===== config.mk =====
export PLATFORM = sky130hd
export DESIGN_NAME = bp_ethernet_nbf_decoder
export DESIGN_NICKNAME = d
export VERILOG_FILES = /design/src/rtl/bp_ethernet_nbf_decoder.sv
export SDC_FILE = /design/constraint.sdc
export NUM_CORES = 1
export LEC_CHECK = 0
export CAP_MARGIN = 30
export CORE_ASPECT_RATIO = 0.8
export CORE_MARGIN = 2
export CORE_UTILIZATION = 35
export CTS_BUF_LIST = sky130_fd_sc_hd__clkbuf_4 sky130_fd_sc_hd__clkbuf_8 sky130_fd_sc_hd__clkbuf_16
export CTS_CLUSTER_DIAMETER = 120
export DETAILED_ROUTE_END_ITERATION = 8
export PLACE_DENSITY = 0.63
export RECOVER_POWER = 25
export SLEW_MARGIN = 30
export SYNTH_ARGS = -nofsm -noshare
export SYNTH_HDL_FRONTEND = slang
export SYNTH_SLANG_ARGS = --single-unit
export TNS_END_PERCENT = 10

===== constraint.sdc =====
create_clock -name clk_i -period 2.8 [get_ports clk_i]
set_input_delay 0.7 -clock clk_i [delete_from_list [all_inputs] [get_ports clk_i]]
set_output_delay 0.7 -clock clk_i [all_outputs]
set_load 0.05 [all_outputs]

===== src/rtl/bp_ethernet_nbf_decoder.sv =====
// NBF record parser: turns an Ethernet byte stream into uncached I/O writes
// with credit tracking, fence and finish handling.
module bp_ethernet_nbf_decoder #(
  parameter int paddr_width_p     = 40,
  parameter int max_outstanding_p = 8
) (
  input  logic                     clk_i,
  input  logic                     reset_n_i,
  input  logic [7:0]               rx_data_i,
  input  logic                     rx_v_i,
  input  logic                     rx_last_i,
  output logic                     rx_ready_and_o,
  output logic [paddr_width_p-1:0] cmd_addr_o,
  output logic [63:0]              cmd_data_o,
  output logic [1:0]               cmd_size_o,
  output logic                     cmd_v_o,
  input  logic                     cmd_yumi_i,
  input  logic                     resp_v_i,
  output logic                     resp_ready_and_o,
  output logic                     done_o,
  output logic                     error_o
);

  localparam int cnt_w = $clog2(max_outstanding_p + 1);
  localparam logic [cnt_w-1:0] cnt_max = cnt_w'(max_outstanding_p);

  localparam logic [2:0] s_opcode = 3'd0;
  localparam logic [2:0] s_addr   = 3'd1;
  localparam logic [2:0] s_data   = 3'd2;
  localparam logic [2:0] s_issue  = 3'd3;
  localparam logic [2:0] s_fence  = 3'd4;
  localparam logic [2:0] s_done   = 3'd5;

  logic [2:0]               state_q;
  logic [2:0]               idx_q;
  logic [7:0]               opc_q;
  logic [cnt_w-1:0]         cnt_q;
  logic [paddr_width_p-1:0] addr_d;
  logic [5:0]               pos;

  logic rx_fire, cmd_fire, last_byte;
  logic opc_wr, opc_fin, parse_err, spur_err;

  assign rx_ready_and_o   = (state_q == s_opcode)
                          | (state_q == s_addr)
                          | (state_q == s_data);
  assign cmd_v_o          = (state_q == s_issue) && (cnt_q < cnt_max);
  assign done_o           = (state_q == s_done);
  assign resp_ready_and_o = 1'b1;

  assign rx_fire   = rx_v_i & rx_ready_and_o;
  assign cmd_fire  = cmd_v_o & cmd_yumi_i;
  assign last_byte = (state_q == s_data) && (idx_q == 3'd7);
  assign opc_wr    = (opc_q == 8'h03) || (opc_q == 8'h02);
  assign opc_fin   = (opc_q == 8'hFE) || (opc_q == 8'hFF);
  assign parse_err = rx_fire & (last_byte ? !(opc_wr | opc_fin) : rx_last_i);
  assign spur_err  = resp_v_i & !cmd_fire & (cnt_q == '0);

  // Address bytes beyond the physical width are dropped bit by bit.
  always_comb begin
    addr_d = cmd_addr_o;
    pos    = '0;
    for (int b = 0; b < 8; b++) begin
      pos = {idx_q, 3'(b)};
      if (int'(pos) < paddr_width_p)
        addr_d[pos] = rx_data_i[b];
    end
  end

  always_ff @(posedge clk_i or negedge reset_n_i) begin
    if (!reset_n_i) begin
      cnt_q <= '0;
    end else if (cmd_fire && !resp_v_i) begin
      cnt_q <= cnt_q + 1'b1;
    end else if (!cmd_fire && resp_v_i && cnt_q != '0) begin
      cnt_q <= cnt_q - 1'b1;
    end
  end

  always_ff @(posedge clk_i or negedge reset_n_i) begin
    if (!reset_n_i)
      error_o <= 1'b0;
    else if (parse_err || spur_err)
      error_o <= 1'b1;
  end

  always_ff @(posedge clk_i or negedge reset_n_i) begin
    if (!reset_n_i) begin
      state_q    <= s_opcode;
      idx_q      <= '0;
      opc_q      <= '0;
      cmd_addr_o <= '0;
      cmd_data_o <= '0;
      cmd_size_o <= '0;
    end else begin
      unique case (state_q)
        s_opcode: if (rx_fire) begin
          opc_q   <= rx_data_i;
          idx_q   <= '0;
          state_q <= rx_last_i ? s_opcode : s_addr;
        end
        s_addr: if (rx_fire) begin
          cmd_addr_o <= addr_d;
          idx_q      <= idx_q + 1'b1;
          if (rx_last_i)
            state_q <= s_opcode;
          else if (idx_q == 3'd7)
            state_q <= s_data;
        end
        s_data: if (rx_fire) begin
          cmd_data_o[{idx_q, 3'b000} +: 8] <= rx_data_i;
          idx_q <= idx_q + 1'b1;
          if (last_byte) begin
            if (opc_wr) begin
              state_q    <= s_issue;
              cmd_size_o <= (opc_q == 8'h03) ? 2'd3 : 2'd2;
              if (opc_q == 8'h02)
                cmd_data_o[63:32] <= '0;
            end else if (opc_fin) begin
              state_q <= s_fence;
            end else begin
              state_q <= s_opcode;
            end
          end else if (rx_last_i) begin
            state_q <= s_opcode;
          end
        end
        s_issue: if (cmd_fire) state_q <= s_opcode;
        s_fence: if (cnt_q == '0)
          state_q <= (opc_q == 8'hFF) ? s_done : s_opcode;
        s_done: state_q <= s_done;
        default: state_q <= s_opcode;
      endcase
    end
  end

endmodule


==> impl_results.md, run 1 <==
- Status: finished, violations left
- Failing checks: capacitance limit, slew limit
- Kind of end point of the critical path: flip-flop
- Global route overflow: 0
- Die area: roughly 0.017 mm2
- Share of layout cells above drive strength 1: between 20 and 30%
- DRC viols: 0
- Worst path depth: 8
- Largest delay share family, worst path: compound AO/OA/AOI/OAI gates
- CP Launch Type: input port
- Maxcap violations: 1
- Most common cell in the netlist: dfrtp_1
- Slew HR: -26.81%
- Worst Setup EP: cnt_q[3]
- Clock Power Share: between 20% and 30%
- R2R Path Start: state_q[0]
- Starting Density: 35.53%
- Hold Crit Class: reg2reg
- Sequential element share of the synthesized area: between 50 and 60%
- CORE AREA: about 0.016 mm2
- Vias post-DR: 3964
- Fmax: 0.4082 GHz
- Clock latency on the worst-skew pair: between 0.4 and 0.5 ns
- Number of global-route vias before repair: about 4200
- Top cells by area, synth: dfrtp_1, mux2_2, mux2i_1, nor2_1, ha_1
- Inserted Clock Buffers: 17
- Top cell type's share of synthesized area: about 56%
- Crit-path cells: clkdlybuf4s50_1 -> nand4b_1 -> or3_4 -> ha_1 -> a21o_1 -> a21oi_1 -> a21boi_0 -> a311o_1
- Reg2reg end: cnt_q[3]
- Setup violations, final: 0
- Fin. Hold Viols: 0
- Worst vdd ir: around 820 uV
- Area grow syn2layout: 39.28%
- IO Count: 125
- Global placement routability congestion: 0.7827
- Final Cell Area: slightly below 0.008 mm2
- Final nets: about 600
- Sequential share of power: 32.4%
- Filler instances: ~1400
- Row count: 41
- CP max FO: 4
- Post_cts resized: 0
- Post-synth top area cell: dfrtp_1
- Slew @ Worst Pin: 1.902 ns
- Yosys warnings: 0
- Comb power frac: ~40%
- Initial antenna violation count: 0
- WL/cell: 18.27 um
- Syn nets: approximately 460
- FF-to-FF setup slack: 0.45 ns
- Area after DPL: between 0.007 and 0.008 mm2
- Internal power: 4.722 mW
- Crit path time final: 2.450 ns
- Setup CP Type: in2reg
- Bufs on Longest Clock Path: 2
- Clk_skew: roughly 0.0069 ns
- Yosys reg bits: 125
- First-pass GRT wire length: approximately 24 mm
- Post-synth EDFFs: 0
- Main flop type after synthesis: dfrtp_1
- Final design utilization: 49.48%
- Clk slew on worst S/H paths: ~0.060 ns
- Post-Syn Area per Cell: approximately 13 um2
- Setup bufs post-CTS: 0
- Slew Limit Fails: 33
- Overall routing resource usage: a little under a fifth
- Cells on worst reg2reg path: 7
- Detailed-route vias per instance: about 4.9
- Switching pwr: approximately 3.2 mW
- Slowest cell on crit path: clkdlybuf4s50_1
- Final period utilization: 87.49%
- CP bufs+invs: 1
- CP max stage delay: 0.48 ns
- Leak pwr: about 3.5 nW
- RSZ-0062 raised after global routing: false
- CTS tree: yes
- Post-DP HPWL: about 10 mm
- Post-synth cell types: 54
- Die Wd: about 140 um
- H-tree Lvls: 4
- CTS sink count: around 130
- Root Buffer: clkbuf_16
- Post-Synthesis Cells: approximately 440
- IO Port Bufs: 123
- Cell area after synthesis: ~0.0056 mm2
- Routed Antenna Nets: 0
- Sw Share: 40.18%
- Pin count of the biggest net entering global routing: 58
- Power Density: 1019 mW/mm2
- CTS Hold Bufs: 0
- Final WL: between 10 and 15 mm
- Async set-reset flop share out of synthesis: 100.0%
- Post-synth top cells: dfrtp_1, mux2_2, nor2_1
- Arr. time, crit path: roughly 2.8 ns
- Ant diodes: 0
- Critical Path RT: 3.10 ns
- DIE HEIGHT: around 120 um
- Iter 0 DRT Violations: around 200
- CP Launch Point: cmd_yumi_i
- First-pass DRT Iterations: 4
## state kept, by name, indices dropped and copies added, names as in the netlist
name	flops
opc_q	8
cmd_data_o	64
cmd_size_o	2
idx_q	3
cnt_q	4
state_q	3
cmd_addr_o	40
error_o	1
## worst min-delay path by stage
stage                              from              to  slack [ns]  cells past startpoint
after CTS                     reset_n_i  cmd_addr_o[35]        0.22                      1
after global routing      cmd_size_o[1]   cmd_size_o[1]        0.50                      1
after floorplan               reset_n_i   cmd_addr_o[0]        0.40                      0
after detailed placement  cmd_size_o[1]   cmd_size_o[1]        0.47                      1
final                     cmd_size_o[1]   cmd_size_o[1]        0.48                      1
after global placement    cmd_size_o[1]   cmd_size_o[1]        0.46                      1
## stage by stage
stage | worst slack [ns] | cells | TNS, ns | total power [mW] | hold WS [ns]
floorplan | 0.3948 | 435 | 0 | 4.616 | 0.4044
global placement | -0.02813 | 776 | -0.02813 | 5.675 | 0.4605
detailed placement | -0.08940 | 776 | -0.08940 | 5.727 | 0.4684
CTS | 0.3562 | 808 | 0 | 7.966 | 0.2245
global route | 0.2304 | 808 | 0 | 8.299 | 0.5048
finish | 0.3502 | 808 | 0 | 7.893 | 0.4760
## cell usage in the layout, fill, tap and decap left out, drive strengths merged, types with 7 or more instances in the layout
master and n:
mux2i 28, mux2 84, nor2 53, and2 9, buf 28, nand2 12, ha 8, a21oi 10
nand3 7, nor3 9, nand2b 11, inv 10, dfrtp 125, clkdlybuf4s50 119, clkbuf 18
## layer usage
layer  share of wire (%)  GRT usage (%)  routed length, um  vias up
met5                   0              0                  0        -
met3                 8.7          8.086               1287       15
met1                  46          23.85               6806     2003
met2                  44          28.51               6484      115
met4                 1.3          7.129                187        0
li1                    -              -                  -     1831
## layout make-up
type | instances | area, um2 | share of cell area [%]
Sequential cell | 125 | 3128 | 40.40
Clock buffer | 17 | 425.4 | 5.495
Tap cell | 215 | 269.0 | 3.474
Inverter | 5 | 18.77 | 0.2424
Clock inverter | 15 | 160.2 | 2.069
Timing Repair Buffer | 148 | 1430 | 18.47
Multi-Input combinational cell | 283 | 2311 | 29.85
## worst register-to-register path, delay by kind of cell (launching register included)
kind                       cells  cell delay, ns
and+or+nand+nor                2            0.57
adders and majority gates      1            0.29
DFF                            1            0.59
AOI/OAI and AO/OA              4            0.78
## power groups by stage
stage | registers [mW] | clock network [mW] | logic (mW)
6_report | 2.55 | 2.19 | 3.15
5_1_grt | 2.62 | 2.33 | 3.34
4_1_cts | 2.56 | 2.23 | 3.17
3_5_place_dp | 2.57 | 0 | 3.15
3_3_place_gp | 2.56 | 0 | 3.12
2_1_floorplan | 3.64 | 0 | 0.973
## logic make-up (layout without fill, tap and decap cells)
| kind of cell | Yosys count | after routing | share of synthesized area [%] |
|---|---|---|---|
| and+or+nand+nor | 133 | 133 | 13.48 |
| DFF | 125 | 125 | 56.27 |
| muxes | 112 | 112 | 22.06 |
| buffers and inverters | 27 | 185 | 2.318 |
| AOI/OAI and AO/OA | 26 | 26 | 3.331 |
| adders and majority gates | 9 | 9 | 2.161 |
| xor gates and xnor gates | 2 | 2 | 0.3152 |
| other | 1 | 1 | 0.06746 |
Note: power is estimated with default switching activity, not from simulation.
==> inputs of run 2 (changes only) <==
--- a/config.mk
+++ b/config.mk
@@ -5,6 +5,7 @@
 export SDC_FILE = /design/constraint.sdc
 export NUM_CORES = 1
 export LEC_CHECK = 0
+export ABC_CLOCK_PERIOD_IN_PS = 2800
 export CAP_MARGIN = 30
 export CORE_ASPECT_RATIO = 0.8
 export CORE_MARGIN = 2
==> results of run 2 <==
Same layout as run 1: the final DEF is identical, and so are final timing and power.
==> inputs of run 3 (changes only) <==
--- a/config.mk
+++ b/config.mk
@@ -15,7 +15,7 @@
 export DETAILED_ROUTE_END_ITERATION = 8
 export PLACE_DENSITY = 0.63
 export RECOVER_POWER = 25
-export SLEW_MARGIN = 30
+export SLEW_MARGIN = 5
 export SYNTH_ARGS = -nofsm -noshare
 export SYNTH_HDL_FRONTEND = slang
 export SYNTH_SLANG_ARGS = --single-unit
==> results of run 3 <==
Same layout as run 1: the final DEF is identical, and so are final timing and power.
